==> src/rtl/sync_fifo_ctrl.sv <==
// rtl/sync_fifo_ctrl.sv - single-clock FIFO with occupancy count, thresholds and sticky error flags
// Define SYNC_FIFO_FWFT_EN for first-word-fall-through reads; default is a registered 1-cycle read.
module sync_fifo_ctrl #(
  parameter int DSIZE    = 8,
  parameter int ASIZE    = 4,
  parameter int AF_LEVEL = (1 << ASIZE) - 2,
  parameter int AE_LEVEL = 2
) (
  input  logic             clk,
  input  logic             rst_n,
  input  logic             winc,
  input  logic [DSIZE-1:0] wdata,
  input  logic             rinc,
  input  logic             clr_err,
  output logic [DSIZE-1:0] rdata,
  output logic             rvalid,
  output logic             wfull,
  output logic             rempty,
  output logic             walmost_full,
  output logic             ralmost_empty,
  output logic [ASIZE:0]   count,
  output logic             overflow,
  output logic             underflow
);

  localparam int DEPTH = 1 << ASIZE;
  localparam logic [ASIZE:0] LP_DEPTH = DEPTH[ASIZE:0];
  localparam logic [ASIZE:0] LP_AF    = AF_LEVEL[ASIZE:0];
  localparam logic [ASIZE:0] LP_AE    = AE_LEVEL[ASIZE:0];

  generate
    if (!((AE_LEVEL > 0) && (AE_LEVEL < AF_LEVEL) && (AF_LEVEL <= DEPTH))) begin : g_bad_levels
      $error("sync_fifo_ctrl: thresholds must satisfy 0 < AE_LEVEL < AF_LEVEL <= DEPTH");
    end
  endgenerate

  logic [DSIZE-1:0] r_mem [DEPTH];
  logic [ASIZE-1:0] r_waddr;
  logic [ASIZE-1:0] r_raddr;
  logic [ASIZE:0]   r_count;
  logic             r_overflow;
  logic             r_underflow;

  logic w_full;
  logic w_empty;
  logic w_wr_ok;
  logic w_rd_ok;

  // Flags come only from the count register, so they never glitch on request inputs.
  assign w_full  = (r_count == LP_DEPTH);
  assign w_empty = (r_count == '0);
  assign w_wr_ok = winc & ~w_full;
  assign w_rd_ok = rinc & ~w_empty;

  always_ff @(posedge clk) begin
    if (rst_n && w_wr_ok) begin
      r_mem[r_waddr] <= wdata;
    end
  end

  always_ff @(posedge clk) begin
    if (!rst_n) begin
      r_waddr <= '0;
      r_raddr <= '0;
      r_count <= '0;
    end else begin
      if (w_wr_ok) begin
        r_waddr <= r_waddr + 1'b1;
      end
      if (w_rd_ok) begin
        r_raddr <= r_raddr + 1'b1;
      end
      case ({w_wr_ok, w_rd_ok})
        2'b10:   r_count <= r_count + 1'b1;
        2'b01:   r_count <= r_count - 1'b1;
        default: r_count <= r_count;
      endcase
    end
  end

  // A new error in the same cycle as clr_err takes priority over the clear.
  always_ff @(posedge clk) begin
    if (!rst_n) begin
      r_overflow  <= 1'b0;
      r_underflow <= 1'b0;
    end else begin
      if (winc && w_full) begin
        r_overflow <= 1'b1;
      end else if (clr_err) begin
        r_overflow <= 1'b0;
      end
      if (rinc && w_empty) begin
        r_underflow <= 1'b1;
      end else if (clr_err) begin
        r_underflow <= 1'b0;
      end
    end
  end

`ifdef SYNC_FIFO_FWFT_EN
  assign rdata  = r_mem[r_raddr];
  assign rvalid = ~w_empty;
`else
  logic [DSIZE-1:0] r_rdata;
  logic             r_rvalid;

  always_ff @(posedge clk) begin
    if (!rst_n) begin
      r_rdata  <= '0;
      r_rvalid <= 1'b0;
    end else begin
      r_rvalid <= w_rd_ok;
      if (w_rd_ok) begin
        r_rdata <= r_mem[r_raddr];
      end
    end
  end

  assign rdata  = r_rdata;
  assign rvalid = r_rvalid;
`endif

  assign wfull         = w_full;
  assign rempty        = w_empty;
  assign walmost_full  = (r_count >= LP_AF);
  assign ralmost_empty = (r_count <= LP_AE);
  assign count         = r_count;
  assign overflow      = r_overflow;
  assign underflow     = r_underflow;

endmodule

==> config.mk <==
export PLATFORM = sky130hd
export DESIGN_NAME = sync_fifo_ctrl
export DESIGN_NICKNAME = d
export VERILOG_FILES = /design/src/rtl/sync_fifo_ctrl.sv
export SDC_FILE = /design/constraint.sdc
export NUM_CORES = 1
export LEC_CHECK = 0
export ABC_CLOCK_PERIOD_IN_PS = 3500
export CORE_MARGIN = 1
export CORE_UTILIZATION = 55
export DETAILED_ROUTE_END_ITERATION = 8
export GPL_TIMING_DRIVEN = 0
export MAX_ROUTING_LAYER = met4
export PLACE_DENSITY = 0.78
export SETUP_SLACK_MARGIN = 0.3
export SLEW_MARGIN = 40
export SYNTH_ARGS = -nofsm -noshare
export SYNTH_HDL_FRONTEND = slang
export SYNTH_SLANG_ARGS = --single-unit
export TNS_END_PERCENT = 100
==> constraint.sdc <==
create_clock -name clk -period 3.5 [get_ports clk]
set_clock_uncertainty 0.2 [all_clocks]
set_input_delay 0.875 -clock clk [delete_from_list [all_inputs] [get_ports clk]]
set_output_delay 0.875 -clock clk [all_outputs]
set_load 0.03 [all_outputs]
==> results of run 1 <==
## sequential cells by signal, indices dropped and copies added (netlist names)
register	count
count	5
overflow	1
rdata	8
rvalid	1
r_waddr	4
underflow	1
r_mem	128
r_raddr	4
## cell usage in the layout, fill, tap and decap left out, types with 6 or more instances in the layout
cell / count
nor4_1: 8
o21ai_0: 12
nor2b_1: 6
dfxtp_1: 24
nor2_1: 17
nand2_1: 11
a21oi_1: 11
inv_1: 9
edfxtp_1: 128
o22ai_1: 32
clkbuf_16: 16
mux2i_1: 66
buf_2: 6
ha_1: 8
and2_1: 11
clkdlybuf4s50_1: 29
clkbuf_1: 7
## how the worst max path moves through the flow
stage	startpoint	endpoint	slack, ns	depth (start not counted)
after CTS	rinc	count[4]	0.29	12
after global routing	winc	count[4]	0.29	10
after floorplan	count[1]	ralmost_empty	0.32	1
after detailed placement	rinc	count[4]	-0.41	12
final	rinc	count[4]	0.41	12
after global placement	rinc	count[4]	-0.34	12
## tightest hold or removal path, cell delays in order, from the launching register on
cell	delay, ns
dfxtp_1	0.32
o21ai_0	0.09
a21oi_1	0.11
## routing by layer
metal / global-route usage, % / vias to the layer above / share of wire, %
met1: 29.61 / 1765 / 40
li1: - / 1640 / -
met3: 5.448 / 22 / 8.1
met4: 11.06 / 0 / 2.4
met2: 37.45 / 169 / 49
met5: - / - / 0
## layout make-up
class                   count  area (sq um)  area share, %
well taps                 140         175.2          2.413
clock buffers              17         414.1          5.704
flip-flops and latches    152          4324          59.56
repair buffers             35         339.1          4.670
inverters                   9         33.78         0.4653
multi-input cells         219          1689          23.26
plain buffers              20         127.6          1.758
clock inverters            15         157.7          2.171
## cell families (layout without fill, tap and decap cells)
group	Yosys count	after routing	synth area share, %
muxes	66	66	10.74
AOI/OAI and AO/OA	61	61	6.122
xor gates and xnor gates	9	9	1.281
and+or+nand+nor	73	73	6.793
adders and majority gates	10	10	2.156
buffers and inverters	29	96	2.623
DFF	152	152	70.29
## power groups by stage
stage,clock network (uW),registers [uW],logic [uW]
after floorplan,0,2350,578
after global placement,0,2200,1120
after detailed placement,0,2210,1160
after CTS,1750,2170,1190
after global routing,1830,2190,1310
final,1740,2170,1210
## through the flow
| stage | total power (uW) | cells | hold WS (ns) | util (%) | setup TNS, ns |
|---|---|---|---|---|---|
| CTS | 5108 | 606 | 0.3504 | 66.50 | 0 |
| detailed placement | 3365 | 572 | 0.3330 | 61.05 | -0.4723 |
| global placement | 3322 | 572 | 0.3201 | 61.05 | -0.3568 |
| floorplan | 2925 | 400 | 0.3815 | - | 0 |
| finish | 5117 | 607 | 0.3510 | 66.69 | 0 |
| global route | 5319 | 607 | 0.3722 | 66.69 | 0 |
## timing repair
| action | in CTS | in global routing |
|---|---|---|
| gates resized for setup | 5 | 1 |
| endpoints found under the setup margin | 4 | 1 |
| setup buffers | 2 | 1 |
| pin swaps | 1 | 0 |
==> impl_metrics.env, run 1 <==
export IMPL_status="finished, final reports clean"
export IMPL_synth_seq_area_share_pct=70.29
export IMPL_vias=3596
export IMPL_synth_top_cell_by_area="edfxtp_1"
export IMPL_dpl_cell_area_sq_um=6648
export IMPL_worstPathRequired_ns=3.71
export IMPL_drc=0
export IMPL_finalSetupViolCount=0
export IMPL_setup_slack_ns=0.4053
export IMPL_fillers=763
export IMPL_ir_worst_vdd_uv=351.3
export IMPL_ant_nets=0
export IMPL_period_needed_ns=3.095
export IMPL_drtIter0Drc=267
export IMPL_crit_buf_inv=4
export IMPL_cp_start_kind="primary input"
export IMPL_clk_path_buf_depth=2
export IMPL_numCtsBuffers=17
export IMPL_maxSlewViolCount=0
export IMPL_pin_count=33
export IMPL_grt_overflow_total=0
export IMPL_syn_area_sq_um=6152
export IMPL_power_internal_uw=3542
export IMPL_fp_dieH_um=107.8
export IMPL_syn2layout_area_growth_pct=18.02
export IMPL_root_buffer="clkbuf_8"
export IMPL_synth_fp_nets=423
export IMPL_rrSetupSlack_ns=0.50
export IMPL_p_per_area_nw_per_um2=704.8
export IMPL_fin_crit_sh_pct=88.42
export IMPL_synth_area_leaders="edfxtp_1 (62%), mux2i_1 (11%), dfxtp_1 (7.8%)"
export IMPL_synth_most_common_cell="edfxtp_1"
export IMPL_whs_path_depth=2
export IMPL_cts_htree_levels=4
export IMPL_path_common_cell="buf_6"
export IMPL_synth_commonest_cells="edfxtp_1 (128), mux2i_1 (66), o22ai_1 (32)"
export IMPL_viasPerCell=5.924
export IMPL_clk_transition_reported_paths_ns=0.06
export IMPL_min_to="rdata[1]"
export IMPL_cts_tree="built"
export IMPL_rsz0062_at_grt="no"
export IMPL_ys_flop_type="edfxtp_1"
export IMPL_grt_usage_pct=23.87
export IMPL_coreArea_sq_um=10890
export IMPL_gp_congestion=0.8020
export IMPL_tightest_slew_ns=0.8423
export IMPL_clock_sinks=152
export IMPL_rows=38
export IMPL_drtPass1Iterations=5
export IMPL_p_leak_uw=0.002344
export IMPL_antenna_found_initial=0
export IMPL_yosys_warnings=0
export IMPL_finalInstanceArea_sq_um=7261
export IMPL_pwr_share_clk_pct=34.0
export IMPL_hold_viol=0
export IMPL_r2r_start="count[3]"
export IMPL_wl_per_cell_um=20.36
export IMPL_pre_cts_ws_ns=-0.4113
export IMPL_syn_avg_cell_area_sq_um=15.38
export IMPL_slew_headroom_pct=43.64
export IMPL_worstReg2RegEnd="count[4]"
export IMPL_wirelength_um=12360
export IMPL_worstPathCellList="clkdlybuf4s50_1, a21boi_4, buf_6, buf_6, ha_4, inv_1, fa_1, nor2b_1, o21ai_0, nand3_1, or3b_1, mux2i_1"
export IMPL_cap_viol_max_count=0
export IMPL_min_from="rdata[1]"
export IMPL_initial_core_util_pct=56.50
export IMPL_p_switching_uw=1575
export IMPL_reg2regPathDepth=12
export IMPL_worstPathArrival_ns=3.30
export IMPL_final_layout_size_suffix_gt1_share_pct=11.99
export IMPL_ys_seq_elements=152
export IMPL_cts_hold_fix_buffers=0
export IMPL_dp_hpwl_um=8271
export IMPL_grt_max_degree=17
export IMPL_criticalPathCategory="primary input to flop"
export IMPL_async_reset_ff_share_pct=0
export IMPL_synth_top_area_share_pct=62.48
export IMPL_grt_pass1_wl_um=19210
export IMPL_cpPeakStageDelay_ns=0.49
export IMPL_crit_fanout=10
export IMPL_ys_types=34
export IMPL_nNetsFinal=477
export IMPL_hold_class="flop to flop"
export IMPL_slowest_stage="clkdlybuf4s50_1"
export IMPL_diodes=0
export IMPL_io_buffers=32
export IMPL_synth_edf_count=128
export IMPL_clk_latency_ns=0.53
export IMPL_syn_instance_count=400
export IMPL_path_delay_family="buffers and inverters"
export IMPL_die_w_um=107.8
export IMPL_grt_pass1_vias=3640
export IMPL_die_area_sq_um=11610
export IMPL_pwr_share_seq_pct=42.4
export IMPL_comb_power_share_pct=23.6
export IMPL_fmax_mhz=323.1
export IMPL_end_kind="flop"
export IMPL_swShare_pct=30.78
Power figures use the tool's default switching activity.
==> run 2, diff against run 1 <==
- ABC_AREA: default -> 1
- SLEW_MARGIN: 40 -> default
==> impl_metrics.env, run 2 <==
export IMPL_die_w_um=112.1
export IMPL_swShare_pct=33.34
export IMPL_cap_viol_max_count=0
export IMPL_syn_instance_count=679
export IMPL_clk_transition_reported_paths_ns=0.06
export IMPL_synth_area_leaders="edfxtp_1 (58%), nand2_1 (12%), nand3_1 (7.4%)"
export IMPL_wl_per_cell_um=17.54
export IMPL_synth_top_cell_by_area="edfxtp_1"
export IMPL_dp_hpwl_um=10530
export IMPL_gp_congestion=0.9475
export IMPL_fin_crit_sh_pct=87.68
export IMPL_cts_setup_buffers=0
export IMPL_vias=4779
export IMPL_syn_avg_cell_area_sq_um=9.822
export IMPL_comb_power_share_pct=30.8
export IMPL_async_reset_ff_share_pct=0
export IMPL_synthSimpleGateAreaFrac_pct=22.18
export IMPL_synth_most_common_cell="nand2_1"
export IMPL_ys_flop_type="edfxtp_1"
export IMPL_ant_nets=0
export IMPL_top_register="r_mem"
export IMPL_wirelength_um=15510
export IMPL_maxSlewViolCount=0
export IMPL_nNetsFinal=753
export IMPL_cts_htree_levels=4
export IMPL_io_buffers=32
export IMPL_rsz0062_at_grt="no"
export IMPL_yosys_warnings=0
export IMPL_synth_fp_nets=702
export IMPL_clk_path_buf_depth=2
export IMPL_grt_pass1_vias=4804
export IMPL_synthAdderAreaFrac_pct=1.989
export IMPL_root_buffer="clkbuf_16"
export IMPL_synth_mux_area_share_pct=0
export IMPL_final_layout_size_suffix_gt1_share_pct=7.152
export IMPL_grt_overflow_total=0
export IMPL_worstPathCellList="inv_1, o31ai_1, clkdlybuf4s50_1"
export IMPL_final_cell_mix="nand2_1 (221), edfxtp_1 (128), nand3_1 (98), inv_1 (92), nor2_1 (34)"
export IMPL_viasPerCell=5.406
export IMPL_p_per_area_nw_per_um2=742.9
export IMPL_clock_sinks=152
export IMPL_slowest_stage="clkdlybuf4s50_1"
export IMPL_synth_top_family_by_area="simple AND/OR/NAND/NOR gates"
export IMPL_die_area_sq_um=12570
export IMPL_coreArea_sq_um=11610
export IMPL_worstPathRequired_ns=2.42
export IMPL_ys_seq_elements=152
export IMPL_fp_dieH_um=112.1
export IMPL_grt_usage_pct=28.02
export IMPL_ys_types=24
export IMPL_crit_buf_inv=2
export IMPL_cpPeakStageDelay_ns=0.72
export IMPL_crit_fanout=6
export IMPL_worstPathArrival_ns=1.99
export IMPL_status="finished, violations left"
export IMPL_violations="DRC"
export IMPL_power_uw=5772
export IMPL_synth_commonest_cells="nand2_1 (221), edfxtp_1 (128), nand3_1 (98)"
export IMPL_min_from="underflow"
export IMPL_p_switching_uw=1924
export IMPL_cp_startpoint="count[1]"
export IMPL_cts_hold_fix_buffers=0
export IMPL_grt_max_degree=17
export IMPL_hold_viol=0
export IMPL_cts_tree="built"
export IMPL_synth_seq_area_share_pct=64.84
export IMPL_syn2layout_area_growth_pct=16.49
export IMPL_finalSetupViolCount=0
export IMPL_rows=39
export IMPL_synth_compound_area_share_pct=2.270
export IMPL_initial_core_util_pct=57.42
export IMPL_drc=2
export IMPL_r2r_start="count[1]"
export IMPL_layout_commonest_cell="nand2_1"
export IMPL_power_internal_uw=3847
export IMPL_antenna_found_initial=0
export IMPL_synth_edf_count=128
export IMPL_fin_util_pct=66.89
export IMPL_hold_class="flop to flop"
export IMPL_largest_reg_flops=128
export IMPL_ir_worst_vdd_uv=450.9
export IMPL_clk_latency_ns=0.43
export IMPL_pwr_share_seq_pct=37.2
export IMPL_slew_headroom_pct=46.98
export IMPL_pin_count=33
export IMPL_synth_xor_area_share_pct=0.6567
export IMPL_cp_start_kind="flop"
export IMPL_criticalPathCategory="flop to output pin"
export IMPL_pwr_share_clk_pct=32.0
export IMPL_tightest_slew_ns=0.7928
export IMPL_p_leak_uw=0.003271
export IMPL_diodes=0
export IMPL_period_needed_ns=3.069
export IMPL_grt_pass1_wl_um=25100
export IMPL_synth_top_area_share_pct=57.64
export IMPL_drtPass1Iterations=7
export IMPL_drtIter0Drc=463
export IMPL_syn_area_sq_um=6669
export IMPL_numCtsBuffers=17
export IMPL_fmax_mhz=325.9
export IMPL_path_delay_family="buffers and inverters"
export IMPL_end_kind="output pin"
==> run 2: changes by cell type after synthesis, moves of 5 or more <==
cell / before / now
nand2_1: 11 / 221
nand3_1: 4 / 98
inv_1: 9 / 92
mux2i_1: 66 / 0
o22ai_1: 32 / 0
nor2_1: 18 / 34
and2_1: 11 / 0
nor4_1: 8 / 0
buf_2: 6 / 13
buf_4: 2 / 9
nor2b_1: 6 / 0
a21oi_1: 11 / 16
nand3b_1: 5 / 0
==> run 2: routing by layer <==
layer	share of wire [%]	GRT usage [%]	wire length [um]
met2	47	43.35	7353
met1	41	35.35	6381
met4	2.6	10.93	405
met3	8.8	7.667	1368
met5	0	-	0
==> run 2: kinds of logic after synthesis <==
| group | count (synthesis) |
|---|---|
| AO/OA/AOI/OAI | 28 |
| XOR/XNOR | 5 |
| adder cells (fa/ha/maj) | 10 |
| buffers and inverters | 126 |
| flip-flops | 152 |
| AND/OR/NAND/NOR | 358 |
==> run 2: worst min-delay path: cells and delay by family (launching register included) <==
kind,cells,cell delay (ns)
AOI/OAI and AO/OA,1,0.05
DFF,1,0.31
and+or+nand+nor,1,0.06
==> run 2: final timing paths <==
kind / slack (ns) / cells after the start / end
worst min register to register: 0.27 / 2 / underflow
worst min-delay path: 0.27 / 2 / underflow
worst max-delay path: 0.43 / 3 / walmost_full
worst max register to register: 0.71 / 15 / count[4]
==> run 2: per-stage QoR <==
stage	instance area [sq um]	TNS (ns)	worst slack (ns)	hold WS, ns	cells
6_report	7769	0	0.4312	0.2658	884
3_3_place_gp	7168	0	0.1371	0.2524	854
5_1_grt	7769	0	0.3574	0.2866	884
4_1_cts	7759	0	0.3328	0.2699	884
3_5_place_dp	7168	-0.09302	-0.09302	0.2608	854
2_1_floorplan	6669	0	0.3591	0.2715	679
==> run 2: area by class of cell <==
| class | instances | area (sq um) |
|---|---|---|
| inverters | 97 | 364.1 |
| well taps | 143 | 178.9 |
| fillers | 894 | 3845 |
| clock buffers | 18 | 429.2 |
| plain buffers | 29 | 173.9 |
| repair buffers | 32 | 320.3 |
| clock inverters | 12 | 158.9 |
| multi-input cells | 401 | 1819 |
| flip-flops and latches | 152 | 4324 |
==> run 2: repair_timing <==
| action | 4_1_cts | 5_1_grt |
|---|---|---|
| hold endpoints to repair | 0 | 0 |
| endpoints found under the setup margin | 1 | 1 |
| gates resized for setup | 1 | 2 |
==> run 2: power groups by stage <==
stage,logic [uW],clock network [uW],registers [uW]
final,1780,1850,2150
after global routing,1950,1920,2150
after CTS,1750,1860,2140
after detailed placement,1720,0,2180
after global placement,1670,0,2180
after floorplan,1020,0,2300
